File: config.mk
export PLATFORM = sky130hd
export DESIGN_NAME = stopwatch_ctrl
export DESIGN_NICKNAME = d
export VERILOG_FILES = /design/src/rtl/stopwatch_pkg.sv /design/src/rtl/edge_sync.sv /design/src/rtl/stopwatch_ctrl.sv
export SDC_FILE = /design/constraint.sdc
export NUM_CORES = 1
export LEC_CHECK = 0
export CAP_MARGIN = 10
export CELL_PAD_IN_SITES_DETAIL_PLACEMENT = 1
export CELL_PAD_IN_SITES_GLOBAL_PLACEMENT = 1
export CORE_UTILIZATION = 30
export CTS_CLUSTER_DIAMETER = 80
export DETAILED_ROUTE_END_ITERATION = 10
export MAX_ROUTING_LAYER = met4
export PLACE_DENSITY = 0.55
export SYNTH_ARGS = -nofsm -noshare
export SYNTH_HDL_FRONTEND = slang
export SYNTH_SLANG_ARGS = --single-unit
File: constraint.sdc
create_clock -name Clock_5K -period 2.39 [get_ports Clock_5K]
set_input_delay 0.3585 -clock Clock_5K [delete_from_list [all_inputs] [get_ports Clock_5K]]
set_output_delay 0.3585 -clock Clock_5K [all_outputs]
set_load 0.05 [all_outputs]
File: src/rtl/stopwatch_pkg.sv
// Shared types and constants for the stopwatch: FSM encoding, field widths, time payload.
package stopwatch_pkg;

    localparam int unsigned MS_W  = 10;
    localparam int unsigned SEC_W = 6;
    localparam int unsigned MIN_W = 6;

    localparam logic [MS_W-1:0]  MS_MAX  = MS_W'(999);
    localparam logic [SEC_W-1:0] SEC_MAX = SEC_W'(59);

    typedef enum logic [1:0] {
        ST_IDLE = 2'b00,
        ST_RUN  = 2'b01,
        ST_STOP = 2'b10,
        ST_LAP  = 2'b11
    } sw_state_t;

    typedef struct packed {
        logic [MIN_W-1:0] min;
        logic [SEC_W-1:0] sec;
        logic [MS_W-1:0]  ms;
    } sw_time_t;

endpackage

File: src/rtl/edge_sync.sv
// Synchronizer chain for an asynchronous level, followed by a one-cycle rising-edge pulse.
module edge_sync #(
    parameter int unsigned SYNC_STAGES = 2
) (
    input  logic i_clk,
    input  logic i_rst_n,
    input  logic i_async,
    output logic o_pulse_c
);

    logic [SYNC_STAGES-1:0] r_sync;
    logic                   r_prev;

    always_ff @(posedge i_clk or negedge i_rst_n) begin
        if (!i_rst_n) begin
            r_sync <= '0;
            r_prev <= 1'b0;
        end else begin
            r_sync <= {r_sync[SYNC_STAGES-2:0], i_async};
            r_prev <= r_sync[SYNC_STAGES-1];
        end
    end

    // Pulse is combinational so the consumer registers it in the same cycle.
    assign o_pulse_c = r_sync[SYNC_STAGES-1] & ~r_prev;

endmodule

File: src/rtl/stopwatch_ctrl.sv
// Stopwatch: start/stop/lap/clear FSM, cascaded ms/sec/min counters, lap register and display mux.
module stopwatch_ctrl
    import stopwatch_pkg::*;
#(
    parameter int unsigned SYNC_STAGES = 2,
    parameter int unsigned MAX_MIN     = 59
) (
    input  logic             Clock_5K,
    input  logic             Reset,
    input  logic             Clock_1MSec,
    input  logic             Btn_StartStop,
    input  logic             Btn_LapClear,
    output logic [MIN_W-1:0] Disp_Min,
    output logic [SEC_W-1:0] Disp_Sec,
    output logic [MS_W-1:0]  Disp_MSec,
    output logic             Running,
    output logic             Lap_Active,
    output logic             Overflow
);

    localparam logic [MIN_W-1:0] MIN_LAST = MIN_W'(MAX_MIN);

    logic      w_tick;
    logic      w_ss_p;
    logic      w_lc_p;

    sw_state_t r_state;
    sw_state_t w_state_nxt;
    logic      w_capture;
    logic      w_clear;

    sw_time_t  r_cnt;
    sw_time_t  w_cnt_nxt;
    sw_time_t  r_lap;
    sw_time_t  w_lap_nxt;
    sw_time_t  r_disp;
    sw_time_t  w_disp_nxt;
    logic      w_count_en;
    logic      w_wrap_all;
    logic      r_overflow;
    logic      w_overflow_nxt;
    logic      r_running;
    logic      r_lap_active;

    edge_sync #(.SYNC_STAGES(SYNC_STAGES)) u_sync_tick (
        .i_clk     (Clock_5K),
        .i_rst_n   (Reset),
        .i_async   (Clock_1MSec),
        .o_pulse_c (w_tick)
    );

    edge_sync #(.SYNC_STAGES(SYNC_STAGES)) u_sync_ss (
        .i_clk     (Clock_5K),
        .i_rst_n   (Reset),
        .i_async   (Btn_StartStop),
        .o_pulse_c (w_ss_p)
    );

    edge_sync #(.SYNC_STAGES(SYNC_STAGES)) u_sync_lc (
        .i_clk     (Clock_5K),
        .i_rst_n   (Reset),
        .i_async   (Btn_LapClear),
        .o_pulse_c (w_lc_p)
    );

    always_ff @(posedge Clock_5K or negedge Reset) begin
        if (!Reset) begin
            r_state <= ST_IDLE;
        end else begin
            r_state <= w_state_nxt;
        end
    end

    // Start/stop has priority: a same-cycle lap/clear press is dropped.
    always_comb begin
        w_state_nxt = r_state;
        w_capture   = 1'b0;
        w_clear     = 1'b0;
        case (r_state)
            ST_IDLE: begin
                if (w_ss_p) w_state_nxt = ST_RUN;
            end
            ST_RUN: begin
                if (w_ss_p) begin
                    w_state_nxt = ST_STOP;
                end else if (w_lc_p) begin
                    w_state_nxt = ST_LAP;
                    w_capture   = 1'b1;
                end
            end
            ST_LAP: begin
                if (w_ss_p) begin
                    w_state_nxt = ST_STOP;
                end else if (w_lc_p) begin
                    w_state_nxt = ST_RUN;
                end
            end
            ST_STOP: begin
                if (w_ss_p) begin
                    w_state_nxt = ST_RUN;
                end else if (w_lc_p) begin
                    w_state_nxt = ST_IDLE;
                    w_clear     = 1'b1;
                end
            end
            default: w_state_nxt = ST_IDLE;
        endcase
    end

    // Counting is gated by the pre-transition state.
    assign w_count_en = w_tick && ((r_state == ST_RUN) || (r_state == ST_LAP));

    always_comb begin
        w_cnt_nxt  = r_cnt;
        w_wrap_all = 1'b0;
        if (w_clear) begin
            w_cnt_nxt = '0;
        end else if (w_count_en) begin
            if (r_cnt.ms != MS_MAX) begin
                w_cnt_nxt.ms = r_cnt.ms + MS_W'(1);
            end else begin
                w_cnt_nxt.ms = '0;
                if (r_cnt.sec != SEC_MAX) begin
                    w_cnt_nxt.sec = r_cnt.sec + SEC_W'(1);
                end else begin
                    w_cnt_nxt.sec = '0;
                    if (r_cnt.min != MIN_LAST) begin
                        w_cnt_nxt.min = r_cnt.min + MIN_W'(1);
                    end else begin
                        w_cnt_nxt.min = '0;
                        w_wrap_all    = 1'b1;
                    end
                end
            end
        end
    end

    // Lap captures the pre-increment live value; display follows the next state.
    always_comb begin
        w_lap_nxt      = r_lap;
        w_overflow_nxt = r_overflow | w_wrap_all;
        if (w_clear) begin
            w_lap_nxt      = '0;
            w_overflow_nxt = 1'b0;
        end else if (w_capture) begin
            w_lap_nxt = r_cnt;
        end
        w_disp_nxt = (w_state_nxt == ST_LAP) ? w_lap_nxt : w_cnt_nxt;
    end

    always_ff @(posedge Clock_5K or negedge Reset) begin
        if (!Reset) begin
            r_cnt        <= '0;
            r_lap        <= '0;
            r_disp       <= '0;
            r_overflow   <= 1'b0;
            r_running    <= 1'b0;
            r_lap_active <= 1'b0;
        end else begin
            r_cnt        <= w_cnt_nxt;
            r_lap        <= w_lap_nxt;
            r_disp       <= w_disp_nxt;
            r_overflow   <= w_overflow_nxt;
            r_running    <= (w_state_nxt == ST_RUN) || (w_state_nxt == ST_LAP);
            r_lap_active <= (w_state_nxt == ST_LAP);
        end
    end

    assign Disp_Min   = r_disp.min;
    assign Disp_Sec   = r_disp.sec;
    assign Disp_MSec  = r_disp.ms;
    assign Running    = r_running;
    assign Lap_Active = r_lap_active;
    assign Overflow   = r_overflow;

endmodule

# == Yosys cells after proc, flatten, opt, wreduce, memory -nomap -nowiden ==
# Cells that the tools add are included.
# word_totals
register_bits,80
input_bits,5
out_inout_bits,25
word_cells,69
# classes
n_addsub,3
eq_ne,8
n_mux,28
bitwise,7
reduce_logical,4
# ops
op,n
two-way mux 22 bit,5
two-way mux 6 bit,3
two-way mux 2 bit,7
"adder 6 x 1 -> 6 bit, second input constant",2
two-way mux 12 bit,1
"!= test 6 bit, second input constant",2
"adder 10 x 1 -> 10 bit, second input constant",1
two-way mux 1 bit,10
two-way mux 10 bit,1
"!= test 10 bit, second input constant",1
case mux 2 bit (4 select lines),1
"equality test 2 bit, second input constant",3
"equality test 2 x 1 -> 1 bit, second input constant",2
AND 1 bit,3
inverter 1 bit,3
logical NOT 2 bit,1
logical OR 1 bit,2
logical AND 1 bit,1
bitwise OR 1 bit,1

# == Longest topological paths before layout ==
# logic_depth
depth_word,8
mapped_depth,8
depth_no_buf,6

# == Hierarchy ==
# From an unflattened synthesis, not the netlist that was laid out.
# unflattened
cells_unflattened,329
area_unflattened_um2,3453.3
# by_module_without_submodules
module,n_inst,cells_each,area_per_inst_um2,seq_area_each_um2
stopwatch_ctrl,1,317,3186.8,1776.7
edge_sync,3,4,88.8,75.1

# == Least setup slack after synthesis ==
# Ideal clock, no wire load.
# synth_path
kind,flip-flop to flip-flop
start,reg r_cnt[0] (netlist bit)
end,"reg r_disp, in the netlist Disp_Sec[0]"
setup_time_ns,0.064
arrival_time_ns,2.005
required_ns,2.326
slack_ns,0.321
stages_incl_launch_ff,8
path_buffers,1
synth_period_minus_slack_ns,2.069
path_cell_list,dfrtp_1 > ha_1 > nand2_1 > or4_4 > buf_6 > or3_1 > a21oi_2 > mux2_2
# synth_rtl
item,line,text
"start, declared",stopwatch_ctrl.sv:32,sw_time_t r_cnt;
"start signal, assigned",stopwatch_ctrl.sv:160,r_cnt <= w_cnt_nxt;
"end signal, assigned",stopwatch_ctrl.sv:162,r_disp <= w_disp_nxt;
"end, declared",stopwatch_ctrl.sv:36,sw_time_t r_disp;

==> impl_metrics.csv <==
group,metric,value,unit
cells_and_area,final_core_util,0.389,
die,chipHeight,108,um
sta,finClkSkew,0.00573,ns
logic_synthesis,synth_flop_cell,"dfrtp_1",
clocking,htree_levels,3,
logic_synthesis,async_flop_share,1.00,
setup_path,cp_max_fo,10,
pwr,ir_drop,0.568,mV
logic_synthesis,synth_top_family_by_area,"simple AND/OR/NAND/NOR gates",
logic_synthesis,synth_area,0.00339,mm^2
clocking,root_buffer,"clkbuf_16",
cells_and_area,finalNetCount,341,
logic_synthesis,synth-edff-count,0,
logic_synthesis,synth_mux_area_frac,0.114,
clocking,clkLatencyLatePin,0.33,ns
logic_synthesis,seq_area_frac_synth,0.590,
drt,detail-route-antenna-nets,0,
sta,maxSlewViolCount,0,
logic_synthesis,ys_warn_count,0,
sta,finalHoldViolCount,0,
drt,vias_per_cell,4.86,
sta,finalCritPeriodShare,0.934,
die,die-area,0.0117,mm^2
sta,finalCriticalPeriod,2.23,ns
run_status,outcome,"finished clean",
grt,grt_max_degree,38,
sta,whs,0.00715,ns
clocking,clk_pin_slew_worst_paths,0.06,ns
logic_synthesis,synthAdderAreaFrac,0.0111,
clocking,cts_setup_buffers,0,
place,dp_hpwl,5140,um
logic_synthesis,synth_top_area_cell,"dfrtp_1",
logic_synthesis,ys_top_cells_by_count,"dfrtp_1, nor2_1, mux2i_1, nand2_1, mux2_2",
pwr,powerDensity,948,mW/mm^2
setup_path,cp-end-kind,"register",
grt,globalRouteOverflowTotal,0,
logic_synthesis,ys_ff_latch,80,
die,rows,38,
logic_synthesis,avgSynthCellArea,11.6,um^2
logic_synthesis,synth.distinct_cells,46,
grt,antenna_found_initial,0,
clocking,clockBufferDepth,2,
grt,grt_pass1_wl,13000,um
clocking,cts_made_buffers,9,
logic_synthesis,synth-xor-area-share,0.0284,
drt,wl_per_cell,15.6,um
logic_synthesis,synth_most_common_cell,"dfrtp_1",
cells_and_area,fin_cells,477,
drt,wirelength,7460,um
setup_path,crit_type,"reg2reg",
clocking,cts.sinks,80,
drt,drtPass1Iterations,4,
grt,grtUsageTotal,0.151,
sta,rsz0062_at_grt,"no",
place,io_buffers,29,
place,gp_congestion,0.780,
setup_path,cp.required,2.66,ns
logic_synthesis,yosysTopAreaCellShare,0.590,
logic_synthesis,synth_compound_area_frac,0.0645,
die,ios,30,
die,initial_core_util,0.310,
setup_path,critPathArrivalTime,2.50,ns
cells_and_area,drive_gt1_frac,0.148,
sta,tightest_slew,0.542,ns
setup_path,cp-start-kind,"register",
clocking,hold_buffers,0,
cells_and_area,diodes,0,
cells_and_area,syn_to_final_growth,25.4,%
clocking,cts_tree,"done",
pwr,leakagePower,0.00212,uW
place,place_inst,462,
logic_synthesis,synthSimpleGateAreaFrac,0.168,
sta,max_freq,0.448,GHz
logic_synthesis,syn_nets,301,
hold_path,hp-class,"in2async",
drt,initialDrtViolationCount,94,
clocking,cts_resized,1,
job,drv_cap,0,
drt,vias,2319,
pwr,p_total,4030,uW
drt,route.detailed.drc,0,
die,core,0.0109,mm^2
grt,grt_pass1_vias,2526,
logic_synthesis,syn-instance-count,293,
sta,relSlewSlack,0.639,
logic_synthesis,synth_area_leaders,"dfrtp_1, mux2i_1, nor2_1, mux2_2, nand2_1",
sta,finalSetupViolations,0,
die,die_w,108,um
## through the flow
step / setup TNS [ns] / setup slack, ns / cell area, um^2
after floorplan: 0 / 0.321 / 3390
after detailed placement: -0.00400 / -0.00400 / 3910
after global placement: 0 / 0.0343 / 3910
after global routing: 0 / 0.0193 / 4260
after CTS: 0 / 0.0727 / 4260
final: 0 / 0.158 / 4260
## area by class of cell
class | count | area (um^2)
Tap cell | 140 | 175
Multi-Input combinational cell | 196 | 1310
Clock buffer | 10 | 239
Inverter | 4 | 15.0
Timing Repair Buffer | 42 | 410
Clock inverter | 5 | 105
Fill cell | 1192 | 6680
Sequential cell | 80 | 2000
## critical path, stage by stage, from the launching register on
cell and delay [ns]:
dfrtp_1 0.42, ha_1 0.22, nand2_1 0.14, or4_4 0.63
or3_1 0.40, a21oi_2 0.18, mux2_2 0.17
## cells by family (layout without fill, tap and decap cells)
kind of cell	count (synthesis)	in the layout
buf+inv	17	61
mux	37	37
fa+ha+maj	3	3
compound gates	34	34
simple gates	111	111
flops	80	80
xor+xnor	11	11
## sequential cells by signal, indices dropped and copies added (netlist names)
signal              cells
u_sync_ss.r_prev        1
r_lap                  22
u_sync_ss.r_sync        2
r_state                 2
Disp_Sec                6
Lap_Active              1
r_cnt                  22
Disp_Min                6
Running                 1
u_sync_lc.r_sync        2
u_sync_tick.r_prev      1
u_sync_lc.r_prev        1
u_sync_tick.r_sync      2
Overflow                1
Disp_MSec              10
## worst paths after layout
path | slack, ns | end | depth (start not counted) | start
max reg2reg | 0.16 | Disp_Sec[0] | 6 | r_cnt[0]
min reg2reg | 0.35 | u_sync_ss.r_sync[1] | 0 | u_sync_ss.r_sync[0]
max in group asynchronous | 1.74 | r_lap[14] | 2 | Reset
max | 0.16 | Disp_Sec[0] | 6 | r_cnt[0]
min in group Clock_5K | 0.35 | u_sync_ss.r_sync[1] | 0 | u_sync_ss.r_sync[0]
min | 0.007 | Disp_Min[4] | 1 | Reset
## layout by cell type (no fill, tap or decap), types with 2 or more instances in the layout
cell type	instances
o22ai_1	3
and3_1	3
o21ai_0	8
mux2_2	13
a21oi_1	7
clkbuf_16	9
inv_1	4
or4_1	2
nor4_1	4
mux2i_1	24
clkdlybuf4s50_1	28
or3_1	3
xor2_1	3
buf_4	12
nor3b_1	4
clkinvlp_4	2
ha_1	3
nand3_1	7
nand4_1	4
buf_12	2
xnor2_1	8
nor3_1	4
bufinv_16	3
a21o_1	2
nor2_1	45
a31oi_1	4
nand2_1	22
dfrtp_1	80
## routing by layer
layer / vias to the layer above / routed length, um / GRT usage
met5: - / 0 / -
met3: 9 / 200 / 0.0398
li1: 1109 / - / -
met2: 31 / 3620 / 0.242
met1: 1170 / 3560 / 0.187
met4: 0 / 80 / 0.0463
## power breakdown
| part | leakage, uW | total, uW | switching [uW] | internal [uW] |
|---|---|---|---|---|
| combinational | 0.000878 | 855 | 527 | 328 |
| sequential | 0.00108 | 1610 | 112 | 1500 |
| clock | 0.000161 | 1570 | 527 | 1040 |
| total | 0.00212 | 4030 | 1170 | 2870 |
(Power assumes the default switching activity.)
